--- src/rtl/dcache_refill_ctrl.sv ---
// Direct-mapped, write-through, no-write-allocate data cache between MEM and data memory.
// Ports: cpu_* request/response side; mem_* rd_en/wr_en/ready/done block protocol side.
// Define DCACHE_PERF_CNT_EN to add hit_count/miss_count read counters.
module dcache_refill_ctrl #(
  parameter int DATA_WIDTH = 32,
  parameter int ADDR_WIDTH = 32,
  parameter int NUM_LINES  = 16,
  parameter int BLOCK_SIZE = 4
) (
  input  logic                  clk,
  input  logic                  reset,
  input  logic                  cpu_rd_en,
  input  logic                  cpu_wr_en,
  input  logic [ADDR_WIDTH-1:0] cpu_addr,
  input  logic [DATA_WIDTH-1:0] cpu_wr_data,
  output logic [DATA_WIDTH-1:0] cpu_rd_data,
  output logic                  cpu_valid,
  output logic                  cpu_stall,
  output logic                  mem_rd_en,
  output logic                  mem_wr_en,
  output logic [ADDR_WIDTH-1:0] mem_address,
  output logic [DATA_WIDTH-1:0] mem_wr_data,
  input  logic [DATA_WIDTH-1:0] mem_rd_data,
  input  logic                  mem_ready,
  input  logic                  mem_done
`ifdef DCACHE_PERF_CNT_EN
  ,
  output logic [31:0]           hit_count,
  output logic [31:0]           miss_count
`endif
);

  localparam int IDX_W = $clog2(NUM_LINES);
  localparam int TAG_W = ADDR_WIDTH - 2 - IDX_W;

  typedef enum logic [2:0] {
    S_IDLE,
    S_HIT_RSP,
    S_RD_REQ,
    S_RD_WAIT,
    S_RD_FILL,
    S_RD_RSP,
    S_WR_REQ,
    S_WR_WAIT
  } state_t;

  state_t state_q, state_d;

  logic [ADDR_WIDTH-1:0] addr_q, addr_d;
  logic [DATA_WIDTH-1:0] wdata_q, wdata_d;
  logic [1:0]            cnt_q, cnt_d;
  logic [DATA_WIDTH-1:0] buf_q [BLOCK_SIZE];
  logic [DATA_WIDTH-1:0] buf_d [BLOCK_SIZE];
  logic [NUM_LINES-1:0]  valid_q, valid_d;
  logic [TAG_W-1:0]      tag_q [NUM_LINES];
  logic [TAG_W-1:0]      tag_d [NUM_LINES];
  logic [DATA_WIDTH-1:0] data_q [NUM_LINES][BLOCK_SIZE];
  logic [DATA_WIDTH-1:0] data_d [NUM_LINES][BLOCK_SIZE];

  logic [IDX_W-1:0]      cpu_idx, cap_idx;
  logic [TAG_W-1:0]      cpu_tag, cap_tag;
  logic [1:0]            cap_off;
  logic                  lookup_hit, cap_hit;
  logic [ADDR_WIDTH-1:0] blk_addr;

  assign cpu_idx    = cpu_addr[2+IDX_W-1:2];
  assign cpu_tag    = cpu_addr[ADDR_WIDTH-1:2+IDX_W];
  assign cap_idx    = addr_q[2+IDX_W-1:2];
  assign cap_tag    = addr_q[ADDR_WIDTH-1:2+IDX_W];
  assign cap_off    = addr_q[1:0];
  assign lookup_hit = valid_q[cpu_idx] && (tag_q[cpu_idx] == cpu_tag);
  assign cap_hit    = valid_q[cap_idx] && (tag_q[cap_idx] == cap_tag);
  assign blk_addr   = {addr_q[ADDR_WIDTH-1:2], 2'b00};

  // State register
  always_ff @(posedge clk) begin
    if (reset) state_q <= S_IDLE;
    else       state_q <= state_d;
  end

  // Next-state logic; a simultaneous read and write resolves to the read
  always_comb begin
    state_d = state_q;
    unique case (state_q)
      S_IDLE: begin
        if (cpu_rd_en)      state_d = lookup_hit ? S_HIT_RSP : S_RD_REQ;
        else if (cpu_wr_en) state_d = S_WR_REQ;
      end
      S_HIT_RSP: state_d = S_IDLE;
      S_RD_REQ:  if (!mem_ready) state_d = S_RD_WAIT;
      S_RD_WAIT: if (mem_done) state_d = S_RD_FILL;
      S_RD_FILL: if (cnt_q == 2'(BLOCK_SIZE-1)) state_d = S_RD_RSP;
      S_RD_RSP:  state_d = S_IDLE;
      S_WR_REQ:  if (!mem_ready) state_d = S_WR_WAIT;
      S_WR_WAIT: if (mem_done) state_d = S_IDLE;
      default:   state_d = S_IDLE;
    endcase
  end

  // Output logic
  always_comb begin
    cpu_rd_data = '0;
    cpu_valid   = 1'b0;
    cpu_stall   = (state_q != S_IDLE);
    mem_rd_en   = 1'b0;
    mem_wr_en   = 1'b0;
    mem_address = '0;
    mem_wr_data = '0;
    unique case (state_q)
      S_HIT_RSP: begin
        cpu_rd_data = data_q[cap_idx][cap_off];
        cpu_valid   = 1'b1;
      end
      S_RD_REQ: begin
        mem_rd_en   = 1'b1;
        mem_address = blk_addr;
      end
      S_RD_WAIT: mem_address = blk_addr;
      S_RD_RSP: begin
        cpu_rd_data = buf_q[cap_off];
        cpu_valid   = 1'b1;
      end
      S_WR_REQ: begin
        mem_wr_en   = 1'b1;
        mem_address = addr_q;
        mem_wr_data = wdata_q;
      end
      S_WR_WAIT: begin
        mem_address = addr_q;
        mem_wr_data = wdata_q;
        cpu_valid   = mem_done;
      end
      default: ;
    endcase
  end

  // Datapath next values: request capture, refill buffer, line arrays
  always_comb begin
    addr_d  = addr_q;
    wdata_d = wdata_q;
    cnt_d   = cnt_q;
    valid_d = valid_q;
    buf_d   = buf_q;
    tag_d   = tag_q;
    data_d  = data_q;
    unique case (state_q)
      S_IDLE: begin
        if (cpu_rd_en || cpu_wr_en) begin
          addr_d  = cpu_addr;
          wdata_d = cpu_wr_data;
        end
      end
      S_RD_FILL: begin
        buf_d[cnt_q] = mem_rd_data;
        cnt_d        = cnt_q + 2'd1;
        // Last word: commit the whole block, replacing whatever was there
        if (cnt_q == 2'(BLOCK_SIZE-1)) begin
          data_d[cap_idx]  = buf_d;
          tag_d[cap_idx]   = cap_tag;
          valid_d[cap_idx] = 1'b1;
        end
      end
      S_RD_RSP: cnt_d = '0;
      S_WR_WAIT: begin
        // Write-through: only refresh a resident copy, never allocate
        if (mem_done && cap_hit) data_d[cap_idx][cap_off] = wdata_q;
      end
      default: ;
    endcase
  end

  always_ff @(posedge clk) begin
    if (reset) begin
      addr_q  <= '0;
      wdata_q <= '0;
      cnt_q   <= '0;
      valid_q <= '0;
      for (int i = 0; i < BLOCK_SIZE; i++) buf_q[i] <= '0;
    end else begin
      addr_q  <= addr_d;
      wdata_q <= wdata_d;
      cnt_q   <= cnt_d;
      valid_q <= valid_d;
      buf_q   <= buf_d;
    end
  end

  // Tag and data storage are qualified by valid_q, so they need no reset
  always_ff @(posedge clk) begin
    tag_q  <= tag_d;
    data_q <= data_d;
  end

`ifdef DCACHE_PERF_CNT_EN
  logic [31:0] hit_cnt_q, hit_cnt_d;
  logic [31:0] miss_cnt_q, miss_cnt_d;

  always_comb begin
    hit_cnt_d  = hit_cnt_q;
    miss_cnt_d = miss_cnt_q;
    if (state_q == S_IDLE && cpu_rd_en) begin
      if (lookup_hit) hit_cnt_d  = hit_cnt_q + 32'd1;
      else            miss_cnt_d = miss_cnt_q + 32'd1;
    end
  end

  always_ff @(posedge clk) begin
    if (reset) begin
      hit_cnt_q  <= '0;
      miss_cnt_q <= '0;
    end else begin
      hit_cnt_q  <= hit_cnt_d;
      miss_cnt_q <= miss_cnt_d;
    end
  end

  assign hit_count  = hit_cnt_q;
  assign miss_count = miss_cnt_q;
`endif

endmodule
--- config.mk ---
export PLATFORM = sky130hd
export DESIGN_NAME = dcache_refill_ctrl
export DESIGN_NICKNAME = d
export VERILOG_FILES = /design/src/rtl/dcache_refill_ctrl.sv
export SDC_FILE = /design/constraint.sdc
export NUM_CORES = 2
export LEC_CHECK = 0
export BUFFER_PORTS_ARGS = -buffer_cell sky130_fd_sc_hd__buf_2
export CAP_MARGIN = 10
export CORE_MARGIN = 5
export CORE_UTILIZATION = 45
export DETAILED_ROUTE_END_ITERATION = 8
export GPL_ROUTABILITY_DRIVEN = 0
export PLACE_DENSITY = 0.68
export RECOVER_POWER = 50
export SLEW_MARGIN = 40
export SYNTH_ARGS = -nofsm -noshare
export SYNTH_HDL_FRONTEND = slang
export SYNTH_SLANG_ARGS = --single-unit
--- constraint.sdc ---
create_clock -name clk -period 8.25 [get_ports clk]
set_clock_uncertainty 0.1 [all_clocks]
set_input_delay 0.4125 -clock clk [delete_from_list [all_inputs] [get_ports clk]]
set_output_delay 0.4125 -clock clk [all_outputs]
set_load 0.05 [all_outputs]
* After elaboration in Yosys (flattened, before gate mapping)
Cells that the tools add are included.
Storage, ports and cells: flip-flop bits (word level) 2677, bits of input ports 102, output and inout port bits 100, logic and storage cells 195
Cells by class: $add $sub $neg 1, order comparisons 10, equal/unequal tests 17, mux-type cells 54, bitwise gates (word level) 5, reductions and logical operators 19
Operators with widths (number):
- bitwise mux 2048 bit | 2
- 2-to-1 mux 2048 bit | 2
- case mux 2048 bit (2 select lines) | 1
- demux 128 bit (select 4 bit) | 2
- binary-select mux 128 bit (select 4 bit) | 1
- 2-to-1 mux 128 bit | 4
- bitwise mux 416 bit | 1
- 2-to-1 mux 32 bit | 7
- binary-select mux 26 bit (select 4 bit) | 2
- 2-to-1 mux 26 bit | 5
- binary-select mux 32 bit (select 2 bit) | 2
- bitwise mux 128 bit | 1
- demux 32 bit (select 2 bit) | 2
- case mux 32 bit (2 select lines) | 2
- demux 26 bit (select 4 bit) | 1
- == test 26 bit | 2
- 2-to-1 mux 3 bit | 7
- case mux 3 bit (7 select lines) | 1
- OR 16 bit | 1
- == test 3 bit, second input constant | 4
- inequality test 2 bit, second input constant | 6
- >= comparator 5 bit, second input constant | 2
- less-than comparator 4 x 5 -> 1 bit, second input constant | 2
- NOT 4 -> 5 bit | 2
- other kinds (25) | 44

* Depth between registers and ports, before layout
depth after elaboration 10, depth in mapped cells 14, depth with buffers taken out 8

* Worst setup path after synthesis
Ideal clock, no wire load.
path type register to register, from register addr_q[3], to register data_q[100] (netlist bit), enable pin, setup time 0.421 ns, arrival time 4.140 ns, data required time 7.729 ns, setup slack 3.589 ns, stages on the path, launching flop included 15, path buffers 7, period minus slack after synthesis 4.661 ns, cells stage by stage dfxtp_1 > buf_6 > buf_6 > buf_4 > buf_2 > buf_2 > buf_2 > mux2i_1 > mux2i_1 > a21oi_1 > a22oi_1 > nor3_2 > a41oi_2 > buf_6 > nor2_1
On the way: longest elaborated chain between the ends 9, elaborated cells on any way between the ends 11, classes of those cells eq/ne (2); mux (5); bitwise (1); reduce/logical (3)
Ends and longest elaborated chain:
- start: declaration | RTL line 49 | logic [ADDR_WIDTH-1:0] addr_q, addr_d;
- start signal: assignment | RTL line 180 | addr_q <= addr_d;
- NOT 4 -> 5 bit (implied by the code) | RTL line 72 | assign cap_hit = valid_q[cap_idx] && (tag_q[cap_idx] == cap_tag);
- binary-select mux 26 bit (select 4 bit) | RTL line 72
- 2-to-1 mux 26 bit (implied by the code) (2 in series) | RTL line 72
- == test 26 bit | RTL line 72
- logical AND 1 bit (*) | RTL line 72
- logical AND 1 bit (*) | RTL line 166 | if (mem_done && cap_hit) data_d[cap_idx][cap_off] = wdata_q;
- inequality test 2 bit (no source line) (*)
- AND reduction 3 bit (no source line) (*)
- end signal: assignment | RTL line 191 | data_q <= data_d;
- end: declaration | RTL line 57 | logic [DATA_WIDTH-1:0] data_q [NUM_LINES][BLOCK_SIZE];
Every way passes the cells marked *; elsewhere a longest branch is shown, timed or not. The select of a mux whose other input is x is not followed. A chain may end at the register's enable or synchronous reset.

* Final worst setup path
from register state_q[1], to register data_q[1245] (netlist bit), enable pin
On the way: longest elaborated chain between the ends 3, elaborated cells on any way between the ends 6, classes of those cells eq/ne (4); reduce/logical (2)
Ends and longest elaborated chain:
- start: declaration | RTL line 47 | state_t state_q, state_d;
- start signal: assignment | RTL line 78 | else state_q <= state_d;
- == test 3 bit | RTL line 146 | unique case (state_q)
- inequality test 2 bit (no source line) or nonzero test 2 bit (tied branches)
- AND reduction 3 bit (no source line) (*)
Every way passes the cells marked *; elsewhere a longest branch is shown, timed or not.

==> metrics <==
Area Growth Syn to Fin=14.93%; first-pass GRT wire length=541600 um; # IOs=202; VDD IR-drop max=0.0002396 V; DP HPWL=242500 um; Reg clk slew, reported paths=0.07 ns; status=complete, but fails checks; Total GRT Usage=0.2687; final wirelength=377600 um; fin area=137200 sq um; worst path arrival time=7.82 ns; Critical Path RT=8.80 ns; synth warn=0; Post-synth EDFFs=2464; Final Cycle Share=0.8824; final count of pins violating max slew=567; leakage power=46.44 nW; total number of vias=75930; core area=264600 sq um; Seq/Total Area, Yosys=0.6553; layout cells sized above 1=0.2158; Via density=6.260; setup tns final=0 ns; max_slew headroom=-1.545; FFs w/ async S/R, synth=0; CP max-delay cell=clkbuf_1; kind of end point of the critical path=flip-flop; largest net degree at the start of global routing=123; R2R cell count=9; CP Max Fanout=78; antenna violations before repair=45; critical path's top delay family=buffers and inverters; RSZ-0062 raised after global routing=no; FMAX=137.4 MHz; PnR worst setup slack=0.9706 ns; worst skew pair latency=0.96 ns; Final Net Count=8481; Remaining DRCs=0; CP Buf/Inv Count=5; maxcap violations=24; Crit path depth=9; area of the mapped netlist=119400 sq um; Synth cell types=69; Max Root-Sink Buffers=4; Final setup viols=0; Placed Area=127200 sq um; Yosys reg bits=2677; Die Wd=525.1 um; hold path startpoint=cpu_wr_en; die height=525.1 um; Setup WS pre-CTS=2.597 ns; H-tree levels=5; WHS Path Cells=5; Post-Syn Nets=8254; Tightest Pin Transition=3.818 ns; post-CTS resize count=0; Root Buffer Master=clkbuf_16; critical path's largest stage delay=2.68 ns; Tmin final=7.279 ns; Syn Inst Count=8148; crit path cell chain=clkbuf_1, nor2_1, and3_1, clkbuf_1, a41oi_4, buf_4, nor2_4, buf_16, buf_16; CP Launch Point=state_q[1]$_SDFFE_PP0P_; antenna viol nets, final=0; placement row count=189; syn_area_per_cell=14.66 sq um; Final Hold Viols=0; Hold/Removal Path Class=input pin to flip-flop; ys flop type=edfxtp_1; CTS tree=yes; PwrDens=245.4 nW/um^2; drt first pass iters=6; failing checks=max-capacitance violations, max-slew violations; drt first-iter violations=11170; GRT overflow=0; total CTS buffers=294; TritonCTS Sinks=2677; Setup Crit Path Kind=flip-flop to flip-flop; Die ar.=275800 sq um; WL per Instance=31.13 um; Worst Setup Start Kind=flip-flop; Starting Density=0.4513; Reg2Reg Launch Point=state_q[1]$_SDFFE_PP0P_; vias in the first global route=74660; port bufs=201
worst min-delay path: cells and delay by family:
kind / cells / cell delay (ns)
AO/OA/AOI/OAI: 1 / 0.05
buffers and inverters: 1 / 0.12
AND/OR/NAND/NOR: 3 / 0.43
layout make-up:
type / instances / area, sq um
sequential: 2677 / 78280
clock buffer: 374 / 7865
antenna: 14 / 35.03
multi-input combinational: 4655 / 38860
timing repair buffer: 704 / 6306
fill: 21090 / 127400
tap: 3533 / 4420
clock inverter: 130 / 1309
inverter: 43 / 161.4
power breakdown:
group	internal, W	switching (W)	total, W	leakage (nW)
Sequential	0.0149	0.000391	0.0153	28.4
Clock	0.00753	0.00526	0.0128	4.47
Combinational	0.00192	0.00371	0.00562	13.6
metal layers:
metal	wire length [um]	global-route usage	share of wire	up-vias
li1	-	-	-	30770
met1	134800	0.3606	0.36	38730
met2	173700	0.4129	0.46	5364
met3	48460	0.07200	0.13	1050
met4	20500	0.1227	0.054	18
met5	116	0	0.00031	-
synth_stat cells, drive strengths merged, types with 4 or more instances:
cell / instances / share of area
a21oi: 219 / 0.0092
a221oi: 12 / 0.00088
a22oi: 7 / 0.00044
a31oi: 131 / 0.0069
a41oi: 4 / 0.00054
and2: 35 / 0.0018
and3: 41 / 0.0021
buf: 150 / 0.0063
clkbuf: 623 / 0.020
dfxtp: 213 / 0.036
edfxtp: 2464 / 0.62
ha: 4 / 0.00042
inv: 43 / 0.0014
mux2: 31 / 0.0029
mux2i: 260 / 0.022
mux4: 886 / 0.17
nand2: 423 / 0.013
nand2b: 47 / 0.0025
nand3: 10 / 0.00042
nand4: 12 / 0.00063
nor2: 2316 / 0.073
nor2b: 18 / 0.00094
nor3: 8 / 0.00038
nor3b: 7 / 0.00044
nor4: 7 / 0.00042
o21ai: 46 / 0.0019
o22ai: 16 / 0.00084
or2: 4 / 0.00021
xnor2: 41 / 0.0030
xor2: 15 / 0.0011
cell usage in the layout (no fill, tap or decap), drive strengths merged, types with 14 or more instances in the layout:
cell	instances
a21oi	219
bufinv	26
mux2	31
clkbuf	529
nor2	2316
clkinv	89
nor2b	18
o22ai	16
xor2	15
diode	14
nand2b	47
dfxtp	213
inv	50
edfxtp	2464
dlygate4sd3	147
mux4	886
buf	402
mux2i	260
and2	35
nand2	423
a31oi	131
and3	41
xnor2	41
o21ai	46
final timing paths:
path	endpoint	slack, ns
setup / recovery	data_q[1245]$_DFFE_PP_	0.97
hold / removal	addr_q[27]$_SDFFE_PP0P_	0.04
setup reg to reg	data_q[1245]$_DFFE_PP_	0.97
hold reg to reg	buf_q[10]$_SDFFE_PP0N_	0.37
per-stage QoR:
step | std cells | total power, W | utilization | hold slack [ns]
floorplan | 8148 | 0.01871 | - | 0.3455
global placement | 11370 | 0.02089 | 0.4719 | 0.3535
detailed placement | 11460 | 0.02100 | 0.4807 | 0.3607
CTS | 12110 | 0.03374 | 0.5210 | 0.009203
global route | 12120 | 0.03460 | 0.5186 | 0.05757
finish | 12130 | 0.03368 | 0.5186 | 0.04482
sequential cells by signal, indices dropped and copies added, names as in the netlist:
signal,cells
addr_q,32
buf_q,128
cnt_q,2
data_q,2048
state_q,3
tag_q,416
valid_q,16
wdata_q,32
kinds of logic (layout without fill, tap and decap cells):
group           after synthesis  in the layout  synth area share
other cells                   0             14                 0
mux                        1177           1177            0.1919
buf+inv                     816           1251           0.02728
simple gates               2940           2940           0.09703
compound gates              478            478           0.02393
xor+xnor                     56             56          0.004107
fa+ha+maj                     4              4         0.0004191
flops                      2677           2677            0.6553
what timing repair did:
item,CTS,global route
buffers inserted,0,0
hold buffers,147,0
hold endpoints to repair,209,0
Note: power is estimated with default switching activity, not from simulation.
